**src/rtl/fetch_unit.sv**
```systemverilog
`default_nettype none
// ============================================================================
// Module      : fetch_unit
// Description : Program counter and fetch sequencer. Issues word addresses to
//               an instruction memory with a one-cycle registered read. Returned
//               words are collected in a 2-entry {pc, instr} buffer that feeds
//               decode over a valid/ready handshake. Redirects flush all state.
// Revision    : 1.0 - initial release
// ============================================================================
module fetch_unit #(
    parameter logic [15:0] RESET_PC = 16'h0000
) (
    input  logic        clock,
    input  logic        reset_n,
    input  logic        fetch_enable,
    input  logic        redirect_valid,
    input  logic [15:0] redirect_target,
    output logic [15:0] AddressBus,
    input  logic [15:0] InstructionReg,
    output logic        if_valid,
    input  logic        if_ready,
    output logic [15:0] if_instruction,
    output logic [15:0] if_pc
);

    // Program counter and the address whose data arrives on the next edge
    logic [15:0] r_pc;
    logic        r_inflight;
    logic [15:0] r_inflight_pc;

    // Two-entry buffer of fetched {pc, instruction} pairs
    logic [15:0] r_buf_pc    [0:1];
    logic [15:0] r_buf_instr [0:1];
    logic [1:0]  r_count;
    logic        r_head;
    logic        r_tail;

    logic        w_pop;
    logic        w_push;
    logic        w_issue;
    logic [1:0]  w_occ;
    logic [1:0]  w_count_next;

    // Occupancy counts the in-flight read so a landing word always has room;
    // a pop in the same cycle frees a slot, which keeps full throughput.
    always_comb begin
        w_pop   = if_valid && if_ready;
        w_occ   = r_count + {1'b0, r_inflight};
        w_issue = fetch_enable && !redirect_valid && ((w_occ < 2'd2) || w_pop);
        w_push  = r_inflight && !redirect_valid;
    end

    // Next buffer occupancy from the push/pop pair of this cycle
    always_comb begin
        w_count_next = r_count;
        case ({w_push, w_pop})
            2'b10:   w_count_next = r_count + 2'd1;
            2'b01:   w_count_next = r_count - 2'd1;
            default: w_count_next = r_count;
        endcase
    end

    // PC advance, in-flight tracking and redirect
    always_ff @(posedge clock or negedge reset_n) begin
        if (!reset_n) begin
            r_pc          <= RESET_PC;
            r_inflight    <= 1'b0;
            r_inflight_pc <= 16'h0000;
        end else if (redirect_valid) begin
            r_pc       <= redirect_target;
            r_inflight <= 1'b0;
        end else begin
            r_inflight <= w_issue;
            if (w_issue) begin
                r_pc          <= r_pc + 16'd1;
                r_inflight_pc <= r_pc;
            end
        end
    end

    // Buffer push/pop; a redirect empties it regardless of any handshake
    always_ff @(posedge clock or negedge reset_n) begin
        if (!reset_n) begin
            r_buf_pc[0]    <= 16'h0000;
            r_buf_pc[1]    <= 16'h0000;
            r_buf_instr[0] <= 16'h0000;
            r_buf_instr[1] <= 16'h0000;
            r_count        <= 2'd0;
            r_head         <= 1'b0;
            r_tail         <= 1'b0;
        end else if (redirect_valid) begin
            r_count <= 2'd0;
            r_head  <= 1'b0;
            r_tail  <= 1'b0;
        end else begin
            if (w_push) begin
                r_buf_pc[r_tail]    <= r_inflight_pc;
                r_buf_instr[r_tail] <= InstructionReg;
                r_tail              <= ~r_tail;
            end
            if (w_pop) begin
                r_head <= ~r_head;
            end
            r_count <= w_count_next;
        end
    end

    // Outputs come straight from registers; no path from InstructionReg
    always_comb begin
        AddressBus     = r_pc;
        if_valid       = (r_count != 2'd0);
        if_pc          = r_buf_pc[r_head];
        if_instruction = r_buf_instr[r_head];
    end

endmodule
`default_nettype wire

```
**config.mk**
```make
export PLATFORM = sky130hd
export DESIGN_NAME = fetch_unit
export DESIGN_NICKNAME = d
export VERILOG_FILES = /design/src/rtl/fetch_unit.sv
export SDC_FILE = /design/constraint.sdc
export NUM_CORES = 1
export LEC_CHECK = 0
export BUFFER_PORTS_ARGS = -buffer_cell sky130_fd_sc_hd__buf_2
export CAP_MARGIN = 0
export CORE_ASPECT_RATIO = 0.7
export CORE_UTILIZATION = 55
export CTS_CLUSTER_DIAMETER = 50
export DETAILED_ROUTE_END_ITERATION = 16
export GPL_ROUTABILITY_DRIVEN = 1
export GPL_TIMING_DRIVEN = 0
export PLACE_DENSITY_LB_ADDON = 0.2
export RECOVER_POWER = 50
export REMOVE_ABC_BUFFERS = 1
export SLEW_MARGIN = 20
export SYNTH_ARGS = -nofsm -noshare
export SYNTH_HDL_FRONTEND = slang
export SYNTH_SLANG_ARGS = --single-unit
export TNS_END_PERCENT = 1
```
**constraint.sdc**
```tcl
create_clock -name clock -period 2.42 [get_ports clock]
set_input_delay 0.363 -clock clock [delete_from_list [all_inputs] [get_ports clock]]
set_output_delay 0.363 -clock clock [all_outputs]
set_load 0.02 [all_outputs]
```
==> impl_metrics.env <==
export IMPL_utilization=0.693
export IMPL_dpl_hpwl_um=6320
export IMPL_num_vias=3040
export IMPL_max_stage_delay_ns=0.52
export IMPL_critPathSlowestCell="nor2_4"
export IMPL_drive_above_1_share=0.477
export IMPL_finClkSkew_ns=0.00472
export IMPL_fillers=603
export IMPL_tightest_slew_ns=1.75
export IMPL_cts_tree="yes"
export IMPL_first_global_vias=3122
export IMPL_status="complete, but fails checks"
export IMPL_synth_top_area_frac=0.544
export IMPL_synthTopCellsByArea="dfrtp_1 (54%), mux2_2 (27%), mux2i_1 (1.9%)"
export IMPL_syn_area_sq_um=4640
export IMPL_ys_flop_type="dfrtp_1"
export IMPL_final_cell_mix="mux2_2 (112), dfrtp_1 (100), buf_2 (68)"
export IMPL_hp_start="redirect_target[6]"
export IMPL_grt_met2_usage=0.370
export IMPL_num_nets_final=473
export IMPL_wl_per_cell_um=16.9
export IMPL_regArea_sq_um=2530
export IMPL_multiInputGateArea_sq_um=2020
export IMPL_antenna_left=0
export IMPL_r2r_end="r_inflight_pc[11]"
export IMPL_cts_buffer_depth=2
export IMPL_viasPerCell=5.62
export IMPL_grt_max_degree=72
export IMPL_max_freq_ghz=0.442
export IMPL_synth_largest_area_cell="dfrtp_1"
export IMPL_grt_use_total=0.226
export IMPL_numCtsBuffers=9
export IMPL_cts_sinks=101
export IMPL_cp_max_fo=17
export IMPL_finalWirelength_um=9160
export IMPL_worstHoldPathCells=3
export IMPL_path_delay_family="simple AND/OR/NAND/NOR gates"
export IMPL_setup_violations_final=0
export IMPL_num_rows=27
export IMPL_min_path_type="in -> reg"
export IMPL_tns_ns=0
export IMPL_yosysWarnings=0
export IMPL_reg2reg_depth=4
export IMPL_r2r_start="r_inflight"
export IMPL_antenna_found_initial=0
export IMPL_arrival_ns=2.48
export IMPL_synthArstFlopShare=1.00
export IMPL_ioPinCount=86
export IMPL_synth_avg_cell_area_sq_um=13.3
export IMPL_drtPass1Iterations=10
export IMPL_gp_congestion=0.739
export IMPL_grt_setup_unrepaired="false"
export IMPL_hold_end="AddressBus[6]"
export IMPL_clk_pin_slew_worst_paths_ns=0.06
export IMPL_layout_min_cycle_time_ns=2.26
export IMPL_critPathKind="reg -> reg"
export IMPL_mostFrequentLayoutCell="mux2_2"
export IMPL_cts_root_buf="clkbuf_16"
export IMPL_drt_initial_drc_count=150
export IMPL_yosysSeqAreaShare=0.544
export IMPL_violations="design-rule violations, max-capacitance violations, max-slew violations"
export IMPL_drcViolationCount=6
export IMPL_hold_violations=0
export IMPL_start_kind="flop"
export IMPL_synth_seq_cells=101
export IMPL_crit_chain="nand2_1, a211o_1, nor2_4, mux2_2"
export IMPL_slew_headroom=-0.169
export IMPL_dieWidth_um=112
export IMPL_report_final_slew_viol_count=31
export IMPL_syn_inst=349
export IMPL_power_density_nw_per_um2=959
export IMPL_dieArea_sq_um=8820
export IMPL_antenna_cells=0
export IMPL_ys_types=39
export IMPL_period_share=0.935
export IMPL_busiest_layer="met2"
export IMPL_leakage_nw=2.43
export IMPL_grtUsageMet1=0.293
export IMPL_die_h_um=78.9
export IMPL_initial_core_util=0.580
export IMPL_critPathBufInv=0
export IMPL_ir_drop_mv=0.622
export IMPL_crit_required_ns=2.64
export IMPL_grt_pass1_wl_um=15300
export IMPL_io_buffers=85
export IMPL_max_cap_viol_count=1
export IMPL_core_sq_um=8010
export IMPL_r2r_setup_slack_ns=0.16
export IMPL_clock_latency_ns=0.34
export IMPL_cp_depth=4
export IMPL_use_met3=0.0718
export IMPL_critPathCaptureType="flop"
export IMPL_overflow=0
export IMPL_areaGrowthSynthToFinish_pct=19.5
export IMPL_cts_htree_levels=3
export IMPL_synth_edf_count=0
## final cells by class
class / count / area share
clock buffer: 14 / 0.0530
clock inverter: 2 / 0.00677
inverter: 5 / 0.00338
multi-input combinational: 225 / 0.365
sequential: 101 / 0.456
tap: 101 / 0.0228
timing repair buffer: 93 / 0.0936
## Yosys cell counts (2+ instances only)
| cell type | n |
|---|---|
| nor2_1 | 7 |
| nand4_1 | 4 |
| xor2_1 | 2 |
| nor4_1 | 3 |
| inv_1 | 5 |
| o211ai_1 | 3 |
| nand3_1 | 13 |
| or4_1 | 4 |
| buf_4 | 2 |
| mux2i_1 | 9 |
| nand2_1 | 20 |
| nor3_1 | 3 |
| clkbuf_1 | 10 |
| and3_1 | 2 |
| buf_1 | 5 |
| nor2b_1 | 7 |
| nor3b_1 | 2 |
| a22oi_1 | 5 |
| dfrtp_1 | 101 |
| mux2_2 | 112 |
| xnor2_1 | 3 |
| a21oi_1 | 2 |
| or2_2 | 2 |
| o21ai_0 | 7 |
| a2111oi_4 | 2 |
## tightest hold or removal path: cells and delay by family
family | cells | cell delay (ns)
buffers and inverters | 1 | 0.08
and+or+nand+nor | 2 | 0.10
## sequential cells by signal, summed over array words and instances (netlist names)
name / cells
AddressBus: 16
r_buf_instr: 32
r_buf_pc: 32
r_count: 2
r_head: 1
r_inflight: 1
r_inflight_pc: 16
r_tail: 1
## stage by stage
step | setup slack [ns] | total power, mW | cells | area [sq um] | hold WS [ns]
after CTS | 0.168 | 5.38 | 541 | 5590 | 0.231
final | 0.158 | 5.32 | 541 | 5550 | 0.238
after detailed placement | -0.133 | 3.83 | 524 | 5240 | 0.260
after global placement | -3.20 | 3.73 | 517 | 5110 | 0.481
after floorplan | -1.03 | 3.36 | 331 | 4560 | 0.0674
after global routing | 0.0198 | 5.60 | 541 | 5550 | 0.241
## kinds of logic after synthesis
kind of cell / synth area share
AND/OR/NAND/NOR: 0.0835
XOR/XNOR: 0.00943
multiplexers: 0.291
flip-flops: 0.544
buffers and inverters: 0.0218
adder cells (fa/ha/maj): 0.00269
AO/OA/AOI/OAI: 0.0472
## timing repair
action | CTS | global route
setup endpoints to repair | 16 | 0
hold buffers | 1 | 0
resized for setup | 1 | 0
buffers inserted | 0 | 0
hold endpoints to repair | 30 | 0
## worst max path at each step
stage                   start                end  slack (ns)
6_report           r_inflight  r_inflight_pc[11]        0.16
5_1_grt            r_inflight   r_inflight_pc[9]        0.02
4_1_cts            r_inflight  r_inflight_pc[11]        0.17
3_5_place_dp       r_inflight  r_inflight_pc[11]       -0.13
3_3_place_gp   redirect_valid    r_buf_instr[24]       -3.20
2_1_floorplan      r_inflight    r_buf_instr[16]       -1.03
## layer usage
metal	share of wire	up-vias
met3	0.056	6
met4	0.0056	0
met1	0.46	1514
met5	0	-
li1	-	1438
met2	0.47	82
## power breakdown
part / internal (mW) / leakage, nW / switching, mW
clock network: 0.942 / 0.161 / 0.587
logic: 0.689 / 1.05 / 0.667
registers: 2.15 / 1.21 / 0.283
total: 3.78 / 2.43 / 1.54
No activity file was read; power rests on OpenSTA's default activity.
